$ cat src/rtl/pipe_stage_buf.sv
// Flushable DEPTH-entry circular buffer between valid/ready pipeline stages; 1-cycle latency (0 when empty with PIPE_STAGE_BYPASS_EN).
// Backpressure: in_ready = not full and never looks at out_ready; flush drops everything, rst overrides all.
module pipe_stage_buf #(
    parameter int               WIDTH  = 32,
    parameter int               DEPTH  = 2,
    parameter logic [WIDTH-1:0] BUBBLE = WIDTH'(32'h0000_0013)
) (
    input  logic                       clk,
    input  logic                       rst,
    input  logic                       flush,
    input  logic                       in_valid,
    input  logic [WIDTH-1:0]           in_data,
    output logic                       in_ready,
    output logic                       out_valid,
    output logic [WIDTH-1:0]           out_data,
    input  logic                       out_ready,
    output logic [$clog2(DEPTH+1)-1:0] count
);

    localparam int PTR_W = (DEPTH > 1) ? $clog2(DEPTH) : 1;
    localparam int CNT_W = $clog2(DEPTH + 1);
    localparam logic [CNT_W-1:0] FULL = CNT_W'(DEPTH);
    localparam logic [PTR_W-1:0] LAST = PTR_W'(DEPTH - 1);

    logic [WIDTH-1:0] mem_q [DEPTH];
    logic [PTR_W-1:0] wr_ptr_q, wr_ptr_d;
    logic [PTR_W-1:0] rd_ptr_q, rd_ptr_d;
    logic [CNT_W-1:0] count_q, count_d;
    logic             empty, byp, push, pop, wr_en, rd_en;

    assign empty = (count_q == '0);

`ifdef PIPE_STAGE_BYPASS_EN
    assign byp = empty && in_valid && !flush;
`else
    assign byp = 1'b0;
`endif

    assign in_ready  = (count_q != FULL);
    assign out_valid = !empty || byp;
    assign count     = count_q;

    always_comb begin
        out_data = BUBBLE;
        if (byp) begin
            out_data = in_data;
        end else if (!empty) begin
            out_data = mem_q[rd_ptr_q];
        end
    end

    // A bypassed word consumed in the same cycle never touches storage.
    assign push  = in_valid && in_ready && !flush;
    assign pop   = out_valid && out_ready && !flush;
    assign wr_en = push && !(byp && out_ready);
    assign rd_en = pop && !byp;

    always_comb begin
        wr_ptr_d = wr_ptr_q;
        rd_ptr_d = rd_ptr_q;
        count_d  = count_q;
        if (flush) begin
            wr_ptr_d = '0;
            rd_ptr_d = '0;
            count_d  = '0;
        end else begin
            if (wr_en) begin
                wr_ptr_d = (wr_ptr_q == LAST) ? '0 : wr_ptr_q + 1'b1;
            end
            if (rd_en) begin
                rd_ptr_d = (rd_ptr_q == LAST) ? '0 : rd_ptr_q + 1'b1;
            end
            if (wr_en && !rd_en) begin
                count_d = count_q + 1'b1;
            end else if (rd_en && !wr_en) begin
                count_d = count_q - 1'b1;
            end
        end
    end

    always_ff @(posedge clk) begin
        if (rst) begin
            wr_ptr_q <= '0;
            rd_ptr_q <= '0;
            count_q  <= '0;
        end else begin
            wr_ptr_q <= wr_ptr_d;
            rd_ptr_q <= rd_ptr_d;
            count_q  <= count_d;
        end
    end

    // Payload storage is deliberately not reset; only pointers and count are.
    always_ff @(posedge clk) begin
        if (wr_en && !rst) begin
            mem_q[wr_ptr_q] <= in_data;
        end
    end

endmodule

$ cat config.mk
export PLATFORM = sky130hd
export DESIGN_NAME = pipe_stage_buf
export DESIGN_NICKNAME = d
export VERILOG_FILES = /design/src/rtl/pipe_stage_buf.sv
export SDC_FILE = /design/constraint.sdc
export NUM_CORES = 1
export LEC_CHECK = 0
export CORE_MARGIN = 1
export CORE_UTILIZATION = 50
export CTS_CLUSTER_SIZE = 16
export DETAILED_ROUTE_END_ITERATION = 7
export DONT_BUFFER_PORTS = 1
export GPL_ROUTABILITY_DRIVEN = 0
export SYNTH_ARGS = -nofsm -noshare
export SYNTH_HDL_FRONTEND = slang
export SYNTH_SLANG_ARGS = --single-unit
export TNS_END_PERCENT = 5
$ cat constraint.sdc
create_clock -name clk -period 4.9 [get_ports clk]
set_input_delay 0.735 -clock clk [delete_from_list [all_inputs] [get_ports clk]]
set_output_delay 0.735 -clock clk [all_outputs]
set_load 0.01 [all_outputs]
After elaboration in Yosys (flattened, before gate mapping)
Memory sizes are Yosys's and may differ from the RTL's. A register that Yosys moved wholly into a read port is not among the register bits.
Index checks and enable logic that the tools add are counted.
W data, S select, Z words.
{"block": "word_totals", "input_bits": 37, "word_cells": 33, "output_inout_bits": 36, "regBits": 4, "ram_bits": 64, "memories": 1}
{"block": "op_classes", "reduce_logical": 15, "eq_ne": 1, "addsub": 4, "n_mux": 9}
{"memory": "mem_q", "words": 2, "word_bits": 32, "rd": 1, "rd_ports_with_merged_regs": 1, "wr": 1, "line": "25", "rtl": "logic [WIDTH-1:0] mem_q [DEPTH];"}
{"op": "$mux W32", "count": 1}
{"op": "$logic_and A1 B1 Y1", "count": 7}
{"op": "$mux W1", "count": 6}
{"op": "$logic_not A1 Y1", "count": 5}
{"op": "$mux W2", "count": 2}
{"op": "$add A1 B1 Y1 const B", "count": 2}
{"op": "$add A2 B1 Y2 const B", "count": 1}
{"op": "$logic_not A2 Y1", "count": 1}
{"op": "$ne A2 B2 Y1 const B", "count": 1}
{"op": "$reduce_bool A2 Y1", "count": 1}
{"op": "$reduce_or A2 Y1", "count": 1}
{"op": "$sub A2 B1 Y2 const B", "count": 1}

Longest topological paths before layout
{"block": "logic_depth", "depth_word": 7, "mapped_depth": 7, "depth_no_buf": 7}

Least setup slack after synthesis
No wires, ideal clock.
{"block": "synth_path", "path_kind": "input to register", "startpoint": "in flush", "endpoint": "mem mem_q[0][0] (enable)", "setup_ps": 461, "arrival_time_ps": 3384, "t_required_ps": 4439, "path_buffers": 1, "cell_stages": 3, "setup_slack_ps": 1055, "cell_sequence": "or2_2 clkbuf_1 nor3_1"}
{"block": "synth_via", "elab_chain_cells": 5}
{"element": "start: declaration", "line": "10", "rtl": "input logic flush,"}
{"element": "$logic_not A1 Y1", "line": "53", "rtl": "assign push = in_valid && in_ready && !flush;"}
{"element": "$logic_and A1 B1 Y1", "line": "53"}
{"element": "$logic_and A1 B1 Y1", "line": "95", "rtl": "if (wr_en && !rst) begin"}
{"element": "$mux W1", "line": "95"}
{"element": "$mux W1 (not written as such)", "line": "96", "rtl": "mem_q[wr_ptr_q] <= in_data;"}
{"element": "end: declaration", "line": "25"}
No other way between the ends.

Worst setup path in the final report
{"block": "layout_path", "startpoint": "reg count_q[0], in the netlist count[0]", "endpoint": "mem mem_q[1][28] (enable)"}
{"block": "layout_via", "elab_chain_cells": 6}
{"element": "start: declaration", "line": "28", "rtl": "logic [CNT_W-1:0] count_q, count_d;"}
{"element": "start signal: assignment", "line": "89", "rtl": "count_q <= count_d;"}
{"element": "$ne A2 B2 Y1", "line": "39", "rtl": "assign in_ready = (count_q != FULL);"}
{"element": "net in_ready", "line": "13", "rtl": "output logic in_ready,"}
{"element": "$logic_and A1 B1 Y1 (2 in series)", "line": "53"}
{"element": "$logic_and A1 B1 Y1", "line": "95"}
{"element": "$mux W1", "line": "95"}
{"element": "$mux W1 (not written as such)", "line": "96"}
The timed path passes the listed nets, and every way through them passes these cells.

==> impl_metrics.toml <==
[critical_path]
required_ns = 4.90
critical_path_class = "reg -> reg"
cp.arrival_ns = 2.53
cpMaxStageDelayCell = "nor3_2"
end_kind = "flop"
critPathMaxFanout = 20
start_kind = "flop"
max_stage_delay_ns = 0.82
crit_family = "simple AND/OR/NAND/NOR gates"
path_buf_inv = 1
worstPathCellList = "nand2b_1 > nand2_1 > nor3_2 > buf_4"

[layout]
final_cell_mix = "edfxtp_1, nor2_1, mux2i_1, clkbuf_8"
antenna_cells = 0
design_area_um2 = 2900
final_common_cell = "edfxtp_1"
layout-drive-gt1-share_pct = 12.6
final_nets = 209
area_delta_synth_final_pct = 9.80
utilization_pct = 56.8
final_cells = 245

[clocking]
cts_tree = "yes"
postCtsResizedCells = 0
cts_sinks = 69
hold_buffers = 0
htree_levels = 3
cts_root_buf = "clkbuf_8"
post_cts_buffers = 0
insertion_delay_ns = 0.32
path_clk_slew_ns = 0.07
cts_buffer_depth = 2
numCtsBuffers = 9

[detailed_routing]
finalWirelength_um = 4090
first_iter_violations = 64
drc_errors = 0
vias_per_cell = 5.15
vias = 1262
detail_route.wl_per_cell_um = 16.7
dr.pass1.iters = 4
ant_nets = 0

[pwr]
p_int_mw = 0.897
p_sw_share_pct = 19.9
p_switching_mw = 0.222
ir_drop_mv = 0.216
pwr_density_cell_nw_per_um2 = 386
p_comb_share_pct = 4.1
leakagePower_nw = 0.898
pwr-share-clk_pct = 36.6
p_seq_share_pct = 59.3

[sta]
max_freq_ghz = 0.395
rsz0062_at_grt = "false"
relSlewSlack_pct = 32.9
finalSetupViolations = 0
timing.final.crit_period_ns = 2.53
skew_ns = 0.00373
finalCritPeriodShare_pct = 51.6
slew_viol_final = 0
tns_ns = 0
worstMarginPinSlew_ns = 1.00
hold_viol = 0

[yosys]
ys_seq_area_share_pct = 76.5
syn-cell-area_um2 = 2640
synth_cell_type_count = 19
synth_area_per_cell_um2 = 16.0
syn_nets = 203
yosys_warnings = 0
ys_ff_latch = 69
synth_cells = 165

[floorplan]
die_w_um = 74.7
num_rows = 26
core_area_um2 = 5110
die-height_um = 74.7
die_area_um2 = 5580
initial_core_util_pct = 51.7
ioPinCount = 73

[placed_design]
dp_cells = 230
io_buffers = 0
dpl.hpwl_um = 2730
dpl_cell_area_um2 = 2720

[outcome]
status = "finished, final reports clean"

[global_route]
grt_pass1_wl_um = 5980
grt_max_degree = 33
track_usage_pct = 15.7
antenna_found_initial = 0
grt_pass1_vias = 1308
grt-ovfl-total = 0

[min_path]
min_path_type = "in -> reg"

[job]
drv_cap = 0
stage by stage:
stage | setup WS (ns) | hold WS, ns | power, mW
floorplan | 1.06 | 0.472 | 0.713
global route | 2.17 | 0.475 | 1.16
detailed placement | 2.22 | 0.505 | 0.724
global placement | 2.31 | 0.490 | 0.721
finish | 2.37 | 0.505 | 1.12
CTS | 2.31 | 0.486 | 1.13
layout make-up:
cell class | instances | area [µm²]
repair buffers | 3 | 22.5
clock buffers | 9 | 124
fillers | 432 | 2210
multi-input cells | 86 | 582
well taps | 70 | 87.6
flip-flops and latches | 69 | 2020
clock inverters | 6 | 55.1
inverters | 2 | 7.51
power by group through the flow:
stage / Sequential, mW / Combinational (mW) / Clock, mW
global route: 0.664 / 0.0520 / 0.448
detailed placement: 0.677 / 0.0476 / 0
global placement: 0.676 / 0.0452 / 0
floorplan: 0.673 / 0.0403 / 0
finish: 0.664 / 0.0465 / 0.410
CTS: 0.664 / 0.0476 / 0.423
cells by family after synthesis:
| family | synth area share, % |
|---|---|
| adders and majority gates | 0.473 |
| AOI/OAI and AO/OA | 1.04 |
| muxes | 12.1 |
| and+or+nand+nor | 6.91 |
| buffers and inverters | 1.94 |
| DFF | 76.5 |
| xor gates and xnor gates | 0.994 |
Yosys cell counts:
cell type | number | area share [%]
inv_1 | 2 | 0.28
nor2_1 | 34 | 4.8
o21ai_0 | 2 | 0.38
a21oi_1 | 2 | 0.38
or3_1 | 1 | 0.24
a21o_1 | 1 | 0.28
or2_2 | 2 | 0.47
nand3_1 | 1 | 0.19
nand2_1 | 4 | 0.57
buf_2 | 2 | 0.38
nor3_1 | 2 | 0.38
ha_1 | 1 | 0.47
nand2b_1 | 1 | 0.24
xor2_1 | 3 | 0.99
clkbuf_1 | 3 | 0.43
dfxtp_1 | 5 | 3.8
edfxtp_1 | 64 | 73
mux2i_1 | 32 | 12
buf_4 | 3 | 0.85
registers in the layout (all words and copies together) (netlist names), named ones only:
register	flops
count	2
mem_q	64
rd_ptr_q	1
wr_ptr_q	1
path summary, 6_finish.rpt:
kind / from / end / slack [ns] / cells after the start
worst max register to register: count[0] / mem_q[1][28] / 2.37 / 4
worst max-delay path: count[0] / mem_q[1][28] / 2.37 / 4
worst min register to register: rd_ptr_q / flop / 0.52 / 2
worst min-delay path: in_data[27] / mem_q[1][27] / 0.50 / 0
routing by layer:
metal / routed length, µm / up-vias / global-route usage [%]
met4: 55 / 0 / 10.1
li1: - / 610 / -
met5: 0 / - / 0
met1: 1520 / 597 / 14.9
met3: 339 / 6 / 7.23
met2: 2180 / 49 / 27.4
Power figures use the tool's default switching activity.
